### src/rtl/mc_ctrl_pkg.sv
// Shared control-path definitions for the handshaking multicycle MIPS controller:
// state encoding, mux select codes, ALU/opcode encodings and the ALU op decode.
package mc_ctrl_pkg;

  typedef enum logic [3:0] {
    FETCH, DECODE, ADDR, MEMRD, MEMWB, MEMWR, EXEC, ALUWB, BRANCH, EXI, WBI, JUMP, HALT
  } state_t;

  localparam logic [1:0] PCSRC_ALU    = 2'b00;
  localparam logic [1:0] PCSRC_BRANCH = 2'b01;
  localparam logic [1:0] PCSRC_JUMP   = 2'b10;
  localparam logic [1:0] PCSRC_REG    = 2'b11;

  localparam logic [1:0] SRCB_REG     = 2'b00;
  localparam logic [1:0] SRCB_FOUR    = 2'b01;
  localparam logic [1:0] SRCB_IMM     = 2'b10;
  localparam logic [1:0] SRCB_IMM_SH2 = 2'b11;

  localparam logic [3:0] ALU_ADD  = 4'd0;
  localparam logic [3:0] ALU_SUB  = 4'd1;
  localparam logic [3:0] ALU_AND  = 4'd2;
  localparam logic [3:0] ALU_OR   = 4'd3;
  localparam logic [3:0] ALU_XOR  = 4'd4;
  localparam logic [3:0] ALU_NOR  = 4'd5;
  localparam logic [3:0] ALU_SLT  = 4'd6;
  localparam logic [3:0] ALU_SLTU = 4'd7;
  localparam logic [3:0] ALU_SLL  = 4'd8;
  localparam logic [3:0] ALU_SRL  = 4'd9;
  localparam logic [3:0] ALU_SRA  = 4'd10;

  localparam logic [5:0] OP_RTYPE = 6'h00;
  localparam logic [5:0] OP_J     = 6'h02;
  localparam logic [5:0] OP_JAL   = 6'h03;
  localparam logic [5:0] OP_BEQ   = 6'h04;
  localparam logic [5:0] OP_BNE   = 6'h05;
  localparam logic [5:0] OP_ADDI  = 6'h08;
  localparam logic [5:0] OP_SLTI  = 6'h0A;
  localparam logic [5:0] OP_ANDI  = 6'h0C;
  localparam logic [5:0] OP_ORI   = 6'h0D;
  localparam logic [5:0] OP_XORI  = 6'h0E;
  localparam logic [5:0] OP_LW    = 6'h23;
  localparam logic [5:0] OP_SW    = 6'h2B;

  localparam logic [5:0] FN_SLL  = 6'h00;
  localparam logic [5:0] FN_SRL  = 6'h02;
  localparam logic [5:0] FN_SRA  = 6'h03;
  localparam logic [5:0] FN_JR   = 6'h08;
  localparam logic [5:0] FN_ADD  = 6'h20;
  localparam logic [5:0] FN_ADDU = 6'h21;
  localparam logic [5:0] FN_SUB  = 6'h22;
  localparam logic [5:0] FN_SUBU = 6'h23;
  localparam logic [5:0] FN_AND  = 6'h24;
  localparam logic [5:0] FN_OR   = 6'h25;
  localparam logic [5:0] FN_XOR  = 6'h26;
  localparam logic [5:0] FN_NOR  = 6'h27;
  localparam logic [5:0] FN_SLT  = 6'h2A;
  localparam logic [5:0] FN_SLTU = 6'h2B;

  function automatic logic is_shift(input logic [5:0] funct);
    return (funct == FN_SLL) || (funct == FN_SRL) || (funct == FN_SRA);
  endfunction

  function automatic logic is_rtype_alu(input logic [5:0] funct);
    logic ok;
    case (funct)
      FN_SLL, FN_SRL, FN_SRA, FN_ADD, FN_ADDU, FN_SUB, FN_SUBU,
      FN_AND, FN_OR, FN_XOR, FN_NOR, FN_SLT, FN_SLTU: ok = 1'b1;
      default: ok = 1'b0;
    endcase
    return ok;
  endfunction

  function automatic logic [3:0] aluop_decode(input logic [5:0] opcode, input logic [5:0] funct);
    logic [3:0] op;
    op = ALU_ADD;
    if (opcode == OP_RTYPE) begin
      case (funct)
        FN_SLL:           op = ALU_SLL;
        FN_SRL:           op = ALU_SRL;
        FN_SRA:           op = ALU_SRA;
        FN_SUB, FN_SUBU:  op = ALU_SUB;
        FN_AND:           op = ALU_AND;
        FN_OR:            op = ALU_OR;
        FN_XOR:           op = ALU_XOR;
        FN_NOR:           op = ALU_NOR;
        FN_SLT:           op = ALU_SLT;
        FN_SLTU:          op = ALU_SLTU;
        default:          op = ALU_ADD;
      endcase
    end else begin
      case (opcode)
        OP_ANDI: op = ALU_AND;
        OP_ORI:  op = ALU_OR;
        OP_XORI: op = ALU_XOR;
        OP_SLTI: op = ALU_SLT;
        default: op = ALU_ADD;
      endcase
    end
    return op;
  endfunction

endpackage

### src/rtl/mc_control_hs_watchdog.sv
// Memory handshake watchdog: counts advancing wait cycles of an outstanding request
// and raises a sticky error when MEM_TIMEOUT cycles pass without mem_ready.
module mc_mem_watchdog #(
  parameter int MEM_TIMEOUT = 16
) (
  input  logic clk,
  input  logic rst,
  input  logic adv_i,
  input  logic wait_i,
  output logic timeout_o,
  output logic mem_err_o
);
  localparam int CW = $clog2(MEM_TIMEOUT);
  localparam logic [CW-1:0] LAST_WAIT = CW'(MEM_TIMEOUT - 1);

  logic [CW-1:0] cnt_q, cnt_d;
  logic          err_q;

  assign timeout_o = adv_i & wait_i & (cnt_q == LAST_WAIT);
  assign mem_err_o = err_q;

  // A request leaves its state only on mem_ready or timeout, so clearing
  // whenever no wait is pending also covers every state change.
  always_comb begin
    cnt_d = cnt_q;
    if (adv_i) cnt_d = (wait_i && !timeout_o) ? cnt_q + CW'(1) : '0;
  end

  always_ff @(posedge clk or posedge rst) begin
    if (rst) begin
      cnt_q <= '0;
      err_q <= 1'b0;
    end else begin
      cnt_q <= cnt_d;
      if (timeout_o) err_q <= 1'b1;
    end
  end
endmodule

### src/rtl/mc_control_hs.sv
// Multicycle MIPS control FSM with variable-latency memory handshake, watchdog and
// retire counter. Define ILLEGAL_TRAP_EN to halt on unknown instructions (adds trap).
module mc_control_hs
  import mc_ctrl_pkg::*;
#(
  parameter int MEM_TIMEOUT = 16,
  parameter int CNT_W       = 32
) (
  input  logic             clk,
  input  logic             rst,
  input  logic             clk_en,
  input  logic             stall,
  input  logic [5:0]       opcode,
  input  logic [5:0]       funct,
  input  logic             mem_ready,
  output logic             mem_req,
  output logic             PCWrite,
  output logic             IRWrite,
  output logic             RegWrite,
  output logic             MemWrite,
  output logic             IorD,
  output logic             ALUSrcA,
  output logic             MemToReg,
  output logic             RegDst,
  output logic [1:0]       PCSrc,
  output logic [1:0]       ALUSrcB,
  output logic [3:0]       ALUControl,
  output logic             ExtOp,
  output logic             UseShamt,
  output logic             WriteRA,
  output logic             BranchEQ,
  output logic             BranchNE,
  output logic             mem_err,
  output logic [CNT_W-1:0] instr_count,
  output logic [3:0]       state_dbg
`ifdef ILLEGAL_TRAP_EN
  ,
  output logic             trap
`endif
);
`ifdef ILLEGAL_TRAP_EN
  localparam state_t ILLEGAL_NEXT = HALT;
`else
  localparam state_t ILLEGAL_NEXT = FETCH;
`endif

  state_t           state_q, state_d;
  logic [CNT_W-1:0] count_q;
  logic             advance, timeout;

  assign advance     = clk_en & ~stall;
  assign instr_count = count_q;
  assign state_dbg   = state_q;
`ifdef ILLEGAL_TRAP_EN
  assign trap = (state_q == HALT);
`endif

  mc_mem_watchdog #(.MEM_TIMEOUT(MEM_TIMEOUT)) u_watchdog (
    .clk       (clk),
    .rst       (rst),
    .adv_i     (advance),
    .wait_i    (mem_req & ~mem_ready),
    .timeout_o (timeout),
    .mem_err_o (mem_err)
  );

  always_comb begin
    state_d = state_q;
    case (state_q)
      FETCH:  if (mem_ready) state_d = DECODE;
      DECODE: begin
        case (opcode)
          OP_RTYPE: begin
            if (funct == FN_JR)           state_d = JUMP;
            else if (is_rtype_alu(funct)) state_d = EXEC;
            else                          state_d = ILLEGAL_NEXT;
          end
          OP_ADDI, OP_ANDI, OP_ORI, OP_XORI, OP_SLTI: state_d = EXI;
          OP_LW, OP_SW:   state_d = ADDR;
          OP_BEQ, OP_BNE: state_d = BRANCH;
          OP_J, OP_JAL:   state_d = JUMP;
          default:        state_d = ILLEGAL_NEXT;
        endcase
      end
      ADDR:   state_d = (opcode == OP_SW) ? MEMWR : MEMRD;
      MEMRD:  if (mem_ready) state_d = MEMWB;
      MEMWB:  state_d = WBI;
      MEMWR:  if (mem_ready) state_d = FETCH;
      EXEC:   state_d = ALUWB;
      EXI:    state_d = WBI;
      ALUWB, WBI, BRANCH, JUMP: state_d = FETCH;
      HALT:   state_d = HALT;
      default: state_d = FETCH;
    endcase
    // An abandoned request restarts the fetch without retiring anything.
    if (timeout) state_d = FETCH;
  end

  always_ff @(posedge clk or posedge rst) begin
    if (rst) begin
      state_q <= FETCH;
      count_q <= '0;
    end else if (advance) begin
      state_q <= state_d;
      if (state_d == FETCH && state_q != FETCH && !timeout) count_q <= count_q + CNT_W'(1);
    end
  end

  // Strobes are forced idle while rst is high so a pending request drops at once.
  always_comb begin
    mem_req    = 1'b0;
    PCWrite    = 1'b0;
    IRWrite    = 1'b0;
    RegWrite   = 1'b0;
    MemWrite   = 1'b0;
    IorD       = 1'b0;
    ALUSrcA    = 1'b0;
    MemToReg   = 1'b0;
    RegDst     = 1'b0;
    PCSrc      = PCSRC_ALU;
    ALUSrcB    = SRCB_REG;
    ALUControl = ALU_ADD;
    ExtOp      = 1'b1;
    UseShamt   = 1'b0;
    WriteRA    = 1'b0;
    BranchEQ   = 1'b0;
    BranchNE   = 1'b0;
    if (!rst) begin
      case (state_q)
        FETCH: begin
          mem_req = 1'b1;
          ALUSrcB = SRCB_FOUR;
          IRWrite = mem_ready & advance;
          PCWrite = mem_ready & advance;
        end
        DECODE: ALUSrcB = SRCB_IMM_SH2;
        ADDR: begin
          ALUSrcA = 1'b1;
          ALUSrcB = SRCB_IMM;
        end
        MEMRD: begin
          mem_req = 1'b1;
          IorD    = 1'b1;
        end
        MEMWR: begin
          mem_req  = 1'b1;
          IorD     = 1'b1;
          MemWrite = 1'b1;
        end
        EXEC: begin
          ALUSrcA    = 1'b1;
          ALUControl = aluop_decode(opcode, funct);
          UseShamt   = is_shift(funct);
        end
        ALUWB: begin
          RegDst   = 1'b1;
          RegWrite = 1'b1;
        end
        EXI: begin
          ALUSrcA    = 1'b1;
          ALUSrcB    = SRCB_IMM;
          ALUControl = aluop_decode(opcode, funct);
          ExtOp      = !((opcode == OP_ANDI) || (opcode == OP_ORI) || (opcode == OP_XORI));
        end
        WBI: begin
          RegWrite = 1'b1;
          MemToReg = (opcode == OP_LW);
        end
        BRANCH: begin
          ALUSrcA    = 1'b1;
          ALUControl = ALU_SUB;
          PCSrc      = PCSRC_BRANCH;
          BranchEQ   = (opcode == OP_BEQ);
          BranchNE   = (opcode == OP_BNE);
        end
        JUMP: begin
          PCWrite  = 1'b1;
          PCSrc    = (opcode == OP_RTYPE) ? PCSRC_REG : PCSRC_JUMP;
          RegWrite = (opcode == OP_JAL);
          WriteRA  = (opcode == OP_JAL);
        end
        default: ;
      endcase
    end
  end
endmodule

### config.mk
export PLATFORM = sky130hd
export DESIGN_NAME = mc_control_hs
export DESIGN_NICKNAME = d
export VERILOG_FILES = /design/src/rtl/mc_ctrl_pkg.sv /design/src/rtl/mc_control_hs_watchdog.sv /design/src/rtl/mc_control_hs.sv
export SDC_FILE = /design/constraint.sdc
export NUM_CORES = 1
export LEC_CHECK = 0
export ABC_AREA = 1
export BUFFER_PORTS_ARGS = -buffer_cell sky130_fd_sc_hd__buf_2
export CAP_MARGIN = 25
export CORE_MARGIN = 2
export CORE_UTILIZATION = 40
export CTS_BUF_LIST = sky130_fd_sc_hd__clkbuf_4 sky130_fd_sc_hd__clkbuf_8
export DETAILED_ROUTE_END_ITERATION = 10
export PLACE_DENSITY = 0.72
export SETUP_SLACK_MARGIN = 0.2
export SLEW_MARGIN = 15
export SYNTH_ARGS = -nofsm -noshare
export SYNTH_HDL_FRONTEND = slang
export SYNTH_SLANG_ARGS = --single-unit
### constraint.sdc
create_clock -name clk -period 2.25 [get_ports clk]
set_clock_uncertainty 0.1 [all_clocks]
set_input_delay 0.1125 -clock clk [delete_from_list [all_inputs] [get_ports clk]]
set_output_delay 0.1125 -clock clk [all_outputs]
set_load 0.02 [all_outputs]
Yosys cells after proc, flatten, opt, wreduce, memory -nomap -nowiden

Memory sizes are Yosys's and may differ from the RTL's.
Cells that the tools add are included.
W data, S select, Z words.

$add $sub $neg: 2
Equal/unequal tests: 35
Multiplexer cells: 51
Bitwise gates (word level): 7
Reductions and logical operators: 27

Operators with widths:

| operator                | number |
|---|---|
| $eq A6 B6 Y1 const B    | 10 |
| $pmux W4 S10            | 1 |
| $eq A6 B4 Y1 const B    | 6 |
| $add A32 B1 Y32 const B | 1 |
| $mux W4                 | 8 |
| $pmux W4 S8             | 1 |
| $mux W1                 | 30 |
| $eq A4 B4 Y1 const B    | 6 |
| $eq A6 B2 Y1 const B    | 4 |
| $pmux W4 S5             | 1 |
| $reduce_or A2 Y1        | 9 |
| $eq A4 B3 Y1 const B    | 4 |
| $eq A6 B3 Y1 const B    | 2 |
| $logic_not A6 Y1        | 2 |
| $pmux W3 S4             | 1 |
| $eq A4 B2 Y1 const B    | 2 |
| $logic_not A4 Y1        | 2 |
| $pmux W4 S2             | 1 |
| $mux W3                 | 2 |
| $pmux W2 S3             | 1 |
| $and A1 B1 Y1           | 5 |
| $reduce_or A5 Y1        | 1 |
| $add A4 B1 Y4 const B   | 1 |
| $eq A4 B1 Y1 const B    | 1 |
| other kinds (11)        | 20 |

Register bits: 41
ROM bits: 64
Input port bits: 17
Output and inout bits: 59
Logic and storage cells: 127
Memories: 1

Memory list:

| name            | depth | bits a word | rd ports | clocked after Yosys merged registers in | write ports | line              | source |
|---|---|---|---|---|---|---|---|
| (no name shown) | 64    | 1           | 1        | 0                                       | 0           | mc_ctrl_pkg.sv:65 | `case (funct)` |

Logic depth before layout (Yosys ltp)

Depth in word-level cells: 13
Depth in mapped cells: 14
Depth with buffers taken out: 13

Modules after synthesis

A second synthesis with hierarchy kept.

Cell total of the unflattened synthesis: 500
Area, all modules: 3243.1 µm²

Modules (own cells, without submodules):

| module          | instances | cells an instance | area each (µm²) | seq. area each (µm²) |
|---|---|---|---|---|
| mc_control_hs   | 1         | 465               | 2981.6          | 900.9 |
| mc_mem_watchdog | 1         | 35                | 261.5           | 125.1 |

Worst setup path after synthesis

No wires, ideal clock.

Path type: input -> output
Start point: input port rst
End point: output port BranchNE
Arrival time: 1.950 ns
Data required time: 2.037 ns
Slack: 0.087 ns
Stages: 5
Path buffers: 0
Path through: inv_1 -> nand2_1 -> nor2_1 -> nand2_1 -> nor3_1

Word-level cells in the longest chain between the ends: 1

RTL lines:

| what        | line                 | source |
|---|---|---|
| from (decl) | mc_control_hs.sv:10  | `input logic rst,` |
| $mux W1     | mc_control_hs.sv:128 | `if (!rst) begin` |
| to (decl)   | mc_control_hs.sv:32  | `output logic BranchNE,` |

No other way between the ends.

Final worst setup path

Start point: register state_q[2], in the netlist state_dbg[2]
End point: register count_q[5], in the netlist instr_count[5]

Word-level cells in the longest chain between the ends: 12
Elaborated cells on any way between the ends: 27
Those cells by class: 8 x eq/ne; 7 x mux; 3 x bitwise; 9 x reduce/logical

RTL lines:

| what                                       | line                                      | source |
|---|---|---|
| from (decl)                                | mc_control_hs.sv:47                       | `state_t state_q, state_d;` |
| from (signal assigned)                     | mc_control_hs.sv:104                      | `state_q <= state_d;` |
| $eq A4 B3 Y1, or another cell as far along | mc_control_hs.sv:69, mc_control_hs.sv:129 |  |
| $reduce_or A3 Y1 (no source line)          | -                                         |  |
| $mux W1                                    | mc_control_hs.sv:129                      | `case (state_q)` |
| $mux W1                                    | mc_control_hs.sv:128                      |  |
| $and A1 B1 Y1                              | mc_control_hs.sv:62                       | `.wait_i (mem_req & ~mem_ready),` |
| $and A1 B1 Y1 (2 in series)                | mc_control_hs_watchdog.sv:19              | `assign timeout_o = adv_i & wait_i & (cnt_q == LAST_WAIT);` |
| $mux W4                                    | mc_control_hs.sv:96                       | `if (timeout) state_d = FETCH;` |
| $logic_not A4 Y1                           | mc_control_hs.sv:105                      | `if (state_d == FETCH && state_q != FETCH && !timeout) count_q <= count_q + CNT_W'(1);` |
| $logic_and A1 B1 Y1                        | mc_control_hs.sv:105                      |  |
| $logic_and A1 B1 Y1 (*)                    | mc_control_hs.sv:105                      |  |
| $reduce_and A2 Y1 (no source line) (*)     | -                                         |  |
| to (signal assigned)                       | mc_control_hs.sv:105                      |  |
| to (decl)                                  | mc_control_hs.sv:48                       | `logic [CNT_W-1:0] count_q;` |

Every way passes the cells marked *; elsewhere a longest branch is shown, timed or not.
A chain may end at the register's enable or synchronous reset.

==> flow_metrics.tcl <==
set metrics [dict create \
    rsz_0062_raised_after_global_routing "yes" \
    setup.worst_path.end_class "flop" \
    synth_top_area_cell "sky130_fd_sc_hd__dfrtp_1" \
    wl_per_cell_um 14.1 \
    clock_latency_ns 0.31 \
    multi_input_area_mm2 0.00217 \
    synth_warnings 0 \
    seq_area_mm2 0.00103 \
    powerDensity_mw_per_mm2 753 \
    syn_to_final_growth_pct 41.9 \
    cpPeakStageDelay_ns 0.43 \
    critical-path-top-delay-family "simple AND/OR/NAND/NOR gates" \
    timing.slew.headroom_pct 65.7 \
    detail_route.iter0.violations 329 \
    synth_seq_cells 41 \
    synth-async-reset-ratio_pct 100 \
    setup.worst_path.start_class "flop" \
    number_of_antenna_violations_at_the_first_check_in_global_routing 0 \
    synth_cells 489 \
    mappedNetlistNets 508 \
    tightest_slew_ns 0.509 \
    synth_common_cells "sky130_fd_sc_hd__nand2_1 (147), sky130_fd_sc_hd__nand3_1 (74), sky130_fd_sc_hd__nor2_1 (57)" \
    gr-usage-all-layers_pct 21.5 \
    htree_num_levels 2 \
    critPathSlowestCell "sky130_fd_sc_hd__dfrtp_1" \
    final_antenna_net_count 0 \
    maxClockFrequency_mhz 473 \
    synth.avg_cell_area_um2 6.56 \
    power_mw 3.43 \
    fp.coreArea_mm2 0.00777 \
    vias_per_cell 5.32 \
    wl_um 10100 \
    number_of_global_route_vias_before_repair 3385 \
    power.ir.vdd_worst_uv 603 \
    drive_gt1_share_pct 34.6 \
    maxCapViolCount 0 \
    finalHoldViolCount 0 \
    timing.critical_path.cells "inv_2 > nor2_4 > buf_6 > buf_6 > nand2_4 > nand2_2 > inv_2 > nand3_2 > nor2_4 > nand4_4 > nor2_4 > buf_6 > clkbuf_16 > nand3_2 > nand2_1" \
    finalNonFillerCells 717 \
    synth.cell_area_mm2 0.00321 \
    finalSetupViolCount 0 \
    io_buffers 75 \
    final.min_clock_period_ns 2.12 \
    ios 76 \
    die-area_mm2 0.00875 \
    fp.dieW_um 93.6 \
    clkTransAtPathRegs_ns 0.08 \
    holdWs_ns 0.145 \
    timing.setup.critical_path_class "reg2reg" \
    hold_path_class "in2reg" \
    post-route-period-util_pct 94.0 \
    place_inst 686 \
    tritoncts.num_buffers 5 \
    placed_wire_length_estimate_um 6800 \
    synth.area.top_cells "sky130_fd_sc_hd__dfrtp_1 (32%), sky130_fd_sc_hd__nand2_1 (17%), sky130_fd_sc_hd__nand3_1 (12%)" \
    fin_tns_setup_ns 0 \
    tritoncts_num_sinks 41 \
    fin_nets 633 \
    fillers 701 \
    routabilityCongestion 0.940 \
    cts.path.max_buffers 2 \
    floorplan.initialDensity_pct 41.3 \
    via_count 3814 \
    status "complete, no violations" \
    clock_root_buffer "sky130_fd_sc_hd__clkbuf_8" \
    slew_viol_final 0 \
    cp.required_ns 2.39 \
    grt_pass1_wl_um 15300 \
    met3_length_um 645 \
    timing.final.ws_setup_ns 0.134 \
    n_antenna_cell 0 \
    met1Wirelength_um 4480 \
    overall_die_height_um 93.6 \
    synth_edf_count 0 \
    rows 32 \
    cts_tree "built" \
    drc 0 \
    critical_path_arrival_ns 2.25 \
    leakagePower_nw 2.39 \
    crit_path_max_fanout 8 \
    dp_slack_ns 0.103 \
    yosys.cell_count.top_type "sky130_fd_sc_hd__nand2_1" \
    cp.buffers_inverters 6 \
    drt-pass1-iter-count 5 \
    met2RoutedLength_um 4720 \
    ys_flop_type "sky130_fd_sc_hd__dfrtp_1" \
    ys_seq_area_share_pct 32.0 \
    top_signal_layer_used "met4" \
    portion_of_synthesized_cell_area_occupied_by_the_leading_cell_type_pct 32.0 \
    pin_count_of_the_biggest_net_entering_global_routing 33 \
    grt-ovfl-total 0 \
    yosys.cell_types.count 36 \
]
[layout by cell type (no fill, tap or decap), drive strengths merged, types with 2 or more instances in the layout]
master   count
o2111ai      2
o21ai        8
xor2        18
a21oi       12
nand3       77
nor4         3
xnor2       13
nand2      149
buf        126
ha           2
nor2        67
o211ai       2
a31oi        2
nand4       10
inv         52
nor3        13
dfrtp       41
clkbuf       9
[area by class of cell]
| type | count | share of cell area, % |
|---|---|---|
| flip-flops and latches | 41 | 22.6 |
| multi-input cells | 384 | 47.6 |
| repair buffers | 129 | 20.2 |
| well taps | 102 | 2.80 |
| clock buffers | 7 | 2.12 |
| clock inverters | 1 | 0.192 |
| inverters | 53 | 4.51 |
[worst register-to-register path, stage by stage (launching register included)]
cell	delay, ns
sky130_fd_sc_hd__dfrtp_1	0.43
sky130_fd_sc_hd__inv_2	0.11
sky130_fd_sc_hd__nor2_4	0.05
sky130_fd_sc_hd__buf_6	0.12
sky130_fd_sc_hd__buf_6	0.11
sky130_fd_sc_hd__nand2_4	0.06
sky130_fd_sc_hd__nand2_2	0.06
sky130_fd_sc_hd__inv_2	0.05
sky130_fd_sc_hd__nand3_2	0.07
sky130_fd_sc_hd__nor2_4	0.16
sky130_fd_sc_hd__nand4_4	0.14
sky130_fd_sc_hd__nor2_4	0.17
sky130_fd_sc_hd__buf_6	0.14
sky130_fd_sc_hd__clkbuf_16	0.16
sky130_fd_sc_hd__nand3_2	0.07
sky130_fd_sc_hd__nand2_1	0.08
[worst paths after layout]
check | cells after the start | to | slack (ns) | from
worst max-delay path | 15 | instr_count[5] | 0.13 | state_dbg[2]
worst min register to register | 1 | u_watchdog.mem_err_o | 0.40 | u_watchdog.mem_err_o
worst min-delay path | 4 | u_watchdog.cnt_q[1] | 0.14 | clk_en
worst max register to register | 15 | instr_count[5] | 0.13 | state_dbg[2]
min in group asynchronous | 4 | instr_count[16] | 0.48 | rst
max in group asynchronous | 4 | state_dbg[3] | 1.34 | rst
[sequential cells by signal, summed over array words and instances, names as in the netlist]
name and flops:
instr_count 32, state_dbg 4, u_watchdog.mem_err_o 1, u_watchdog.cnt_q 4
[metal layers]
layer | GRT usage, % | vias to the layer above
met4 | 8.33 | 0
met2 | 35.6 | 171
met1 | 28.2 | 1783
met5 | 0 | -
met3 | 3.55 | 29
li1 | - | 1831
[where the power goes]
group          switching [mW]  total, mW  internal [mW]
registers              0.0865      0.883          0.797
clock network           0.281      0.564          0.284
logic                    1.15       1.98          0.832
total                    1.51       3.43           1.91
[cells by family after synthesis]
group / synth area share, %
simple gates: 44.9
buf+inv: 8.66
flops: 32.0
xor+xnor: 8.46
compound gates: 5.23
fa+ha+maj: 0.780
[metrics by stage]
step	instance area (um^2)	utilization [%]
floorplan	3210	-
global placement	3890	50.0
detailed placement	3900	50.2
CTS	4180	53.8
global route	4550	58.6
finish	4550	58.6
[repair_timing]
| item | 4_1_cts | 5_1_grt |
|---|---|---|
| gates cloned | 1 | 2 |
| hold buffers | 1 | 0 |
| pin swaps | 1 | 43 |
| endpoints found under the setup margin | 36 | 38 |
| gates resized for setup | 18 | 62 |
| endpoints found under the hold margin | 41 | 0 |
| buffers inserted | 9 | 10 |
Power figures use the tool's default switching activity.
